File: src/rtl/ddr_test_pkg.sv
// Shared definitions for the DDR traffic tester and read-data checker:
// bus widths, controller command codes, the default data pattern and the checker FSM encoding.
package ddr_test_pkg;

  localparam int DATA_W   = 128;
  localparam int ADDR_W   = 27;
  localparam int DATA_NUM = 64;

  localparam logic [2:0] WR_CMD = 3'b000;
  localparam logic [2:0] RD_CMD = 3'b001;

  localparam logic [DATA_W-1:0] INIT_DATA = 128'h0123_4567_890A_BCDE_FEDC_BA98_7654_3218;

  // Beat index reported for data that arrives while no burst is armed.
  localparam logic [5:0] ORPHAN_BEAT = 6'h3F;

  typedef enum logic [1:0] {
    ST_IDLE   = 2'd0,
    ST_ARMED  = 2'd1,
    ST_REPORT = 2'd2
  } chk_state_e;

  function automatic logic [15:0] sat_inc16(input logic [15:0] v);
    return (v == 16'hFFFF) ? v : v + 16'd1;
  endfunction

endpackage

File: src/rtl/ddr_pattern_gen.sv
// Incrementing data pattern source: load a seed, then step by one per consumed beat.
// The value wraps modulo 2^W; shared between the write-side tester and the read checker.
module ddr_pattern_gen #(
  parameter int W = ddr_test_pkg::DATA_W
) (
  input  logic         clk,
  input  logic         rst,
  input  logic         load_i,
  input  logic [W-1:0] seed_i,
  input  logic         inc_i,
  output logic [W-1:0] value_o
);

  logic [W-1:0] value_q;

  always_ff @(posedge clk or posedge rst) begin
    if (rst) begin
      value_q <= '0;
    end else if (load_i) begin
      value_q <= seed_i;
    end else if (inc_i) begin
      value_q <= value_q + W'(1);
    end
  end

  assign value_o = value_q;

endmodule

File: config.mk
export PLATFORM = sky130hd
export DESIGN_NAME = ddr_pattern_gen
export DESIGN_NICKNAME = d
export VERILOG_FILES = /design/src/rtl/ddr_test_pkg.sv /design/src/rtl/ddr_pattern_gen.sv
export SDC_FILE = /design/constraint.sdc
export NUM_CORES = 1
export LEC_CHECK = 0
export CORE_MARGIN = 5
export CORE_UTILIZATION = 42
export CTS_CLUSTER_DIAMETER = 120
export DETAILED_ROUTE_END_ITERATION = 8
export PLACE_DENSITY = 0.82
export RECOVER_POWER = 50
export SLEW_MARGIN = 15
export SYNTH_ARGS = -nofsm -noshare
export SYNTH_HDL_FRONTEND = slang
export SYNTH_SLANG_ARGS = --single-unit
File: constraint.sdc
create_clock -name clk -period 3.9 [get_ports clk]
set_clock_uncertainty 0.1 [all_clocks]
set_input_delay 0.39 -clock clk [delete_from_list [all_inputs] [get_ports clk]]
set_output_delay 0.39 -clock clk [all_outputs]
set_load 0.03 [all_outputs]
==> results of run 1 <==
path summary, 6_finish.rpt:
| kind | startpoint | endpoint | cells past startpoint |
|---|---|---|---|
| worst max-delay path | load_i | value_o[93] | 3 |
| worst min register to register | value_o[127] | value_o[127] | 2 |
| worst min-delay path | seed_i[77] | value_o[77] | 3 |
| min in group asynchronous | rst | value_o[36] | 2 |
| max in group asynchronous | rst | value_o[109] | 3 |
| worst max register to register | value_o[12] | value_o[110] | 6 |
power by group through the flow:
stage                     sequential [mW]  combinational [mW]  clock [mW]
after detailed placement             1.68               0.995           0
after floorplan                      1.87               0.284           0
after CTS                            1.66                1.00        1.74
after global routing                 1.69                1.04        1.80
final                                1.66               0.977        1.72
after global placement               1.67               0.980           0
kinds of logic after synthesis:
logic type / Yosys count / share of synthesized area
flip-flops: 128 / 0.407
AO/OA/AOI/OAI: 116 / 0.0772
adder cells (fa/ha/maj): 1 / 0.00159
multiplexers: 23 / 0.0324
XOR/XNOR: 116 / 0.129
AND/OR/NAND/NOR: 498 / 0.326
buffers and inverters: 53 / 0.0268
cell usage after synthesis (2+ instances only):
cell / number
a21oi_1: 2
a31oi_1: 6
and2_1: 4
and3_1: 12
and4_1: 6
buf_2: 7
clkbuf_1: 31
dfrtp_1: 128
inv_1: 14
mux2_2: 20
mux2i_1: 3
nand2_1: 153
nand3_1: 66
nand4_1: 62
nand4_2: 5
nor2_1: 51
nor2b_1: 2
nor3_1: 59
nor4_1: 47
nor4_2: 3
nor4b_1: 4
o21ai_0: 99
o21ai_1: 2
o31ai_1: 3
or2_1: 2
or2_2: 5
or3_1: 3
or3_2: 2
or4_1: 7
xnor2_1: 78
xor2_1: 38
layout make-up:
| cell class | count | share of cell area |
|---|---|---|
| Multi-Input combinational cell | 754 | 0.393 |
| Sequential cell | 128 | 0.282 |
| Timing Repair Buffer | 275 | 0.238 |
| Clock buffer | 22 | 0.0418 |
| Tap cell | 234 | 0.0258 |
| Clock inverter | 10 | 0.0139 |
| Inverter | 14 | 0.00474 |
| Antenna cell | 4 | 0.000881 |
per-layer routing:
layer	up-vias	wire length [um]
met5	-	17
met4	2	1020
met3	70	2520
met2	437	13800
met1	3990	12100
li1	3886	-
critical path, delay by kind of cell:
kind	cells	cell delay (ns)
buf+inv	2	2.20
compound gates	1	0.47
per-stage QoR:
step           worst slack (ns)  utilization  std cells
2_1_floorplan              1.15            -        935
4_1_cts                   0.843        0.613       1437
6_report                  0.675        0.611       1441
3_5_place_dp              0.568        0.579       1405
5_1_grt                   0.336        0.611       1441
3_3_place_gp              0.575        0.579       1405
==> summary.md, run 1 <==
## Status
- result of the run: complete, but fails checks
- failing checks: capacitance limit, slew limit

## GRT
- global-route wire length before repair: 45900 um
- combined global-route utilization of all metal layers: 0.267
- vias in the first global route: 8398
- number of antenna violations at the first check in global routing: 5
- overflow left after global routing: 0
- met2 routing resource usage after global routing: 0.426
- global-route track usage on met3: 0.0685
- maximum number of pins on one net before global-route repair: 205
- most congested layer reported by global routing: met2
- routing usage on met1: 0.350

## STA
- headroom to the max-slew limit: -1.07
- sum of negative setup slack: 0 ns
- final hold slack: 0.429 ns
- Slew Limit Fails: 264
- setup repair after global routing missed its margin: false
- setup-violating endpoint count in the final report: 0
- Max Clock Freq: 310 MHz
- pin slew with the least headroom to its limit: 3.11 ns
- final hold violations: 0
- Final Critical Period: 3.22 ns
- final period utilization: 0.827

## Clocking
- post-cts repair resize count: 0
- Post-CTS Repair Setup Buffers: 0
- clock tree from TritonCTS: done
- CTS H-Tree Depth: 4
- cts bufs inserted: 17
- post-CTS clock slew at the launch and capture registers of the worst setup and hold paths: 0.06 ns
- insertion delay of the later-clocked pin in the worst-skew pair: 0.42 ns
- Post-CTS Hold Fix Bufs: 0
- root buffer selected by CTS: clkbuf_16
- buffers from clock root to sink, at most: 2
- clock net sink count: 128

## Placed design
- weighted congestion reported at the end of routability-driven placement: 0.921
- placed cell area: 10700 um2
- count of buffers inserted at the top-level ports: 259
- detailed placer's ending HPWL: 22000 um

## Synth
- number of enable flip-flop cells after synthesis: 0
- top-area cell type share of the netlist area: 0.407
- Main synth FF type: dfrtp_1
- flip-flop and latch count after synthesis: 128
- synthesized area divided by synthesized cell count: 8.42 um2
- Cell Area, Synth: 7880 um2
- sequential area share after synthesis: 0.407
- cells after synthesis: 935
- share of synthesized flip-flops with an asynchronous set or reset: 1.00
- top post-synthesis cells by area: dfrtp_1 41%, xnor2_1 8.7%, nand2_1 7.3%
- Ys Warns: 0
- syn nets: 1068
- largest area contributor in the synthesized netlist: dfrtp_1
- number of unique standard cell types used by synthesis: 42

## Die
- die height: 147 um
- Die Width: 147 um
- effective utilization at floorplan: 0.424
- Top Ports: 260
- overall die area: 21600 um2
- number of placement rows: 50
- standard cell core area: 18600 um2

## Detailed routing
- first-pass iteration count of the detailed router: 6
- routed via count: 8385
- number of routed nets with antenna violations: 0
- Initial DRC Count: 742
- Avg Vias per Cell: 5.82
- post-detailed-route wirelength per cell: 20.4 um
- total wire length after detailed routing: 29500 um
- drt drc: 0

## Pwr
- sequential fraction of design power: 0.381
- total design power: 4.37 mW
- power share of the clock group: 0.395
- switching fraction of total power: 0.310
- Logic pwr share: 0.224
- leak pwr: 4.07 nW
- Power Internal: 3.01 mW
- Worst VDD drop: 0.325 mV
- net load switching power: 1.35 mW
- Power Dens Cells: 384 nW/um2

## Critical path
- setup slack on the worst flop-to-flop path: 0.86 ns
- type of the worst setup path: primary input to register
- standard cell with the maximum stage delay on the critical path: buf_2
- critical-path maximum fanout: 204
- CP Cell Sequence: buf_4 -> buf_2 -> o21ai_0
- delay of the slowest critical-path stage: 2.12 ns
- sort of element at the start of the critical path: primary input
- element type at the critical path end: register
- data arrival time at the worst-slack endpoint: 3.27 ns
- Worst EP required: 3.95 ns

## Hold path
- min-delay worst type: primary input to register

## Layout
- fraction of final layout cells with drive strength greater than 1: 0.0723
- multi-input combinational cell area: 4460 um2
- most frequent cells in the layout: 209 x clkdlybuf4s50_1, 153 x nand2_1, 128 x dfrtp_1
- Layout fillers: 1618
- final design instance area without fill: 11400 um2
- sequential standard cell area: 3200 um2
- most common cell after layout, fill and taps aside: clkdlybuf4s50_1
- Largest register FFs: 128
- area overhead of the layout relative to synthesis: 44.2%
- final-stage net count: 1323

## Run
- number of maximum-capacitance constraint violations: 2

Note: power is estimated with default switching activity, not from simulation.
==> run 2: changes to the inputs <==
clock period = 2.7 ns   (was 3.9 ns; I/O delays follow)
==> summary.md, run 2 (synthesis results as in run 1) <==
## Detailed routing
- number of routed nets with antenna violations: 0, unchanged
- drt drc: 0, unchanged
- total wire length after detailed routing: 30800 um, was 29500 um
- first-pass iteration count of the detailed router: 5, was 6
- Initial DRC Count: 877, was 742
- routed via count: 8866, was 8385
- Avg Vias per Cell: 5.78, was 5.82
- post-detailed-route wirelength per cell: 20.1 um, was 20.4 um

## Critical path
- critical-path maximum fanout: 7, was 204
- most numerous cell on the critical path: buf_4
- setup slack on the worst flop-to-flop path: 0.12 ns, was 0.86 ns
- sort of element at the start of the critical path: register, was primary input
- Reg2Reg Launch Point: value_o[36], was value_o[12]
- number of cells traversed by the worst register-to-register path: 9, was 6
- delay of the slowest critical-path stage: 0.49 ns, was 2.12 ns
- type of the worst setup path: register to register, was primary input to register
- element type at the critical path end: register, unchanged
- standard cell with the maximum stage delay on the critical path: dfrtp_1, was buf_2
- terminus of the critical flop-to-flop path: value_o[121], was value_o[110]
- CP Cell Sequence: nand4_4 -> nor4_4 -> buf_4 -> buf_4 -> nand4_1 -> or2_1 -> buf_4 -> or4_1 -> nand3_1, was buf_4 -> buf_2 -> o21ai_0
- Worst EP required: 2.95 ns, was 3.95 ns
- data arrival time at the worst-slack endpoint: 2.83 ns, was 3.27 ns

## Die
- effective utilization at floorplan: 0.424, unchanged
- standard cell core area: 18600 um2, unchanged
- number of placement rows: 50, unchanged
- Die Width: 147 um, unchanged
- die height: 147 um, unchanged
- overall die area: 21600 um2, unchanged
- Top Ports: 260, unchanged

## GRT
- combined global-route utilization of all metal layers: 0.277, was 0.267
- maximum number of pins on one net before global-route repair: 96, was 205
- vias in the first global route: 8740, was 8398
- number of antenna violations at the first check in global routing: 2, was 5
- overflow left after global routing: 0, unchanged
- global-route wire length before repair: 47600 um, was 45900 um

## Layout
- most common cell after layout, fill and taps aside: clkdlybuf4s50_1, unchanged
- final design instance area without fill: 12000 um2, was 11400 um2
- filler-free cell count of the finished design: 1535, was 1441
- multi-input combinational cell area: 4500 um2, was 4460 um2
- share of the core filled with cells: 0.647, was 0.611
- area overhead of the layout relative to synthesis: 52.7%, was 44.2%
- sequential standard cell area: 3210 um2, was 3200 um2
- most frequent cells in the layout: 212 x clkdlybuf4s50_1, 153 x nand2_1, 125 x dfrtp_1, was 209 x clkdlybuf4s50_1, 153 x nand2_1, 128 x dfrtp_1
- Largest register FFs: 128, unchanged
- Layout fillers: 1543, was 1618
- final-stage net count: 1419, was 1323
- fraction of final layout cells with drive strength greater than 1: 0.139, was 0.0723

## Clocking
- clock tree from TritonCTS: done, unchanged
- post-CTS clock slew at the launch and capture registers of the worst setup and hold paths: 0.06 ns, about the same
- root buffer selected by CTS: clkbuf_16, unchanged
- insertion delay of the later-clocked pin in the worst-skew pair: 0.42 ns, about the same
- buffers from clock root to sink, at most: 2, unchanged
- CTS H-Tree Depth: 4, unchanged
- Post-CTS Hold Fix Bufs: 0, unchanged
- clock net sink count: 128, unchanged
- cts bufs inserted: 17, unchanged

## Placed design
- weighted congestion reported at the end of routability-driven placement: 0.996, was 0.921
- count of buffers inserted at the top-level ports: 259, unchanged
- worst slack at placement: -0.120 ns, was 0.568 ns
- instance count after placement with tap cells included: 1500, was 1405
- detailed placer's ending HPWL: 23600 um, was 22000 um
- placed cell area: 11500 um2, was 10700 um2

## Hold path
- Cells on Worst Hold Path: 3, unchanged
- Hold Crit Start: seed_i[98], was seed_i[77]
- hold-critical path endpoint: value_o[98], was value_o[77]
- min-delay worst type: primary input to register, unchanged

## Pwr
- Power Dens Cells: 504 nW/um2, was 384 nW/um2
- Worst VDD drop: 0.428 mV, was 0.325 mV
- Logic pwr share: 0.259, was 0.224
- power share of the clock group: 0.355, was 0.395
- Power Internal: 4.12 mW, was 3.01 mW
- leak pwr: 4.47 nW, was 4.07 nW
- total design power: 6.06 mW, was 4.37 mW
- sequential fraction of design power: 0.386, was 0.381
- switching fraction of total power: 0.321, was 0.310
- net load switching power: 1.95 mW, was 1.35 mW

## STA
- pin slew with the least headroom to its limit: 2.04 ns, was 3.11 ns
- final period utilization: 0.957
- Final Critical Period: 2.58 ns
- final hold violations: 0, unchanged
- headroom to the max-slew limit: -0.357, was -1.07
- sum of negative setup slack: 0 ns, unchanged
- final hold slack: 0.308 ns, was 0.429 ns
- setup slack of the critical path after layout: 0.115 ns, was 0.675 ns
- Slew Limit Fails: 76, was 264
- setup-violating endpoint count in the final report: 0, unchanged
- Max Clock Freq: 387 MHz

## Run
- number of maximum-capacitance constraint violations: 1, was 2

## Status
- result of the run: complete, but fails checks, unchanged
- failing checks: capacitance limit, slew limit, unchanged

==> run 2: critical path, delay by kind of cell, from the launching register on <==
| family | cells | cell delay [ns] |
|---|---|---|
| and+or+nand+nor | 6 | 1.44 |
| DFF | 1 | 0.49 |
| buffers and inverters | 3 | 0.49 |
==> run 2: worst max path at each step <==
stage               slack, ns  cells after the start        start            to
CTS                    0.0007                      6  value_o[36]  value_o[127]
floorplan                0.01                      7  value_o[42]  value_o[127]
detailed placement      -0.12                     10        inc_i  value_o[100]
finish                   0.12                      9  value_o[36]  value_o[121]
global placement        -0.06                      8        inc_i   value_o[67]
global route            -0.01                     10  value_o[34]  value_o[117]
==> run 2: area by class of cell <==
| class | count | area share |
|---|---|---|
| multi-input cells | 754 | 0.374 |
| clock buffers | 26 | 0.0398 |
| diodes | 2 | 0.000416 |
| repair buffers | 371 | 0.285 |
| well taps | 234 | 0.0243 |
| flip-flops and latches | 128 | 0.267 |
| inverters | 14 | 0.00468 |
| clock inverters | 6 | 0.00478 |
==> run 2: what timing repair did <==
item | in CTS | in global routing
endpoints found under the hold margin | 0 | 0
resized for setup | 0 | 7
endpoints found under the setup margin | 0 | 18
buffers inserted | 0 | 1
==> run 2: power by group through the flow <==
stage	Combinational (mW)	Sequential, mW	Clock, mW
6_report	1.57	2.34	2.15
5_1_grt	1.66	2.37	2.28
4_1_cts	1.60	2.34	2.18
3_5_place_dp	1.59	2.36	0
3_3_place_gp	1.57	2.36	0
2_1_floorplan	0.411	2.70	0
==> run 2: metal layers <==
layer / up-vias / wire [um] / global-route usage
met3: 64 / 3020 / 0.0740
met5: - / 0 / 0
met4: 0 / 850 / 0.0941
met2: 468 / 14500 / 0.441
li1: 4095 / - / -
met1: 4239 / 12500 / 0.369
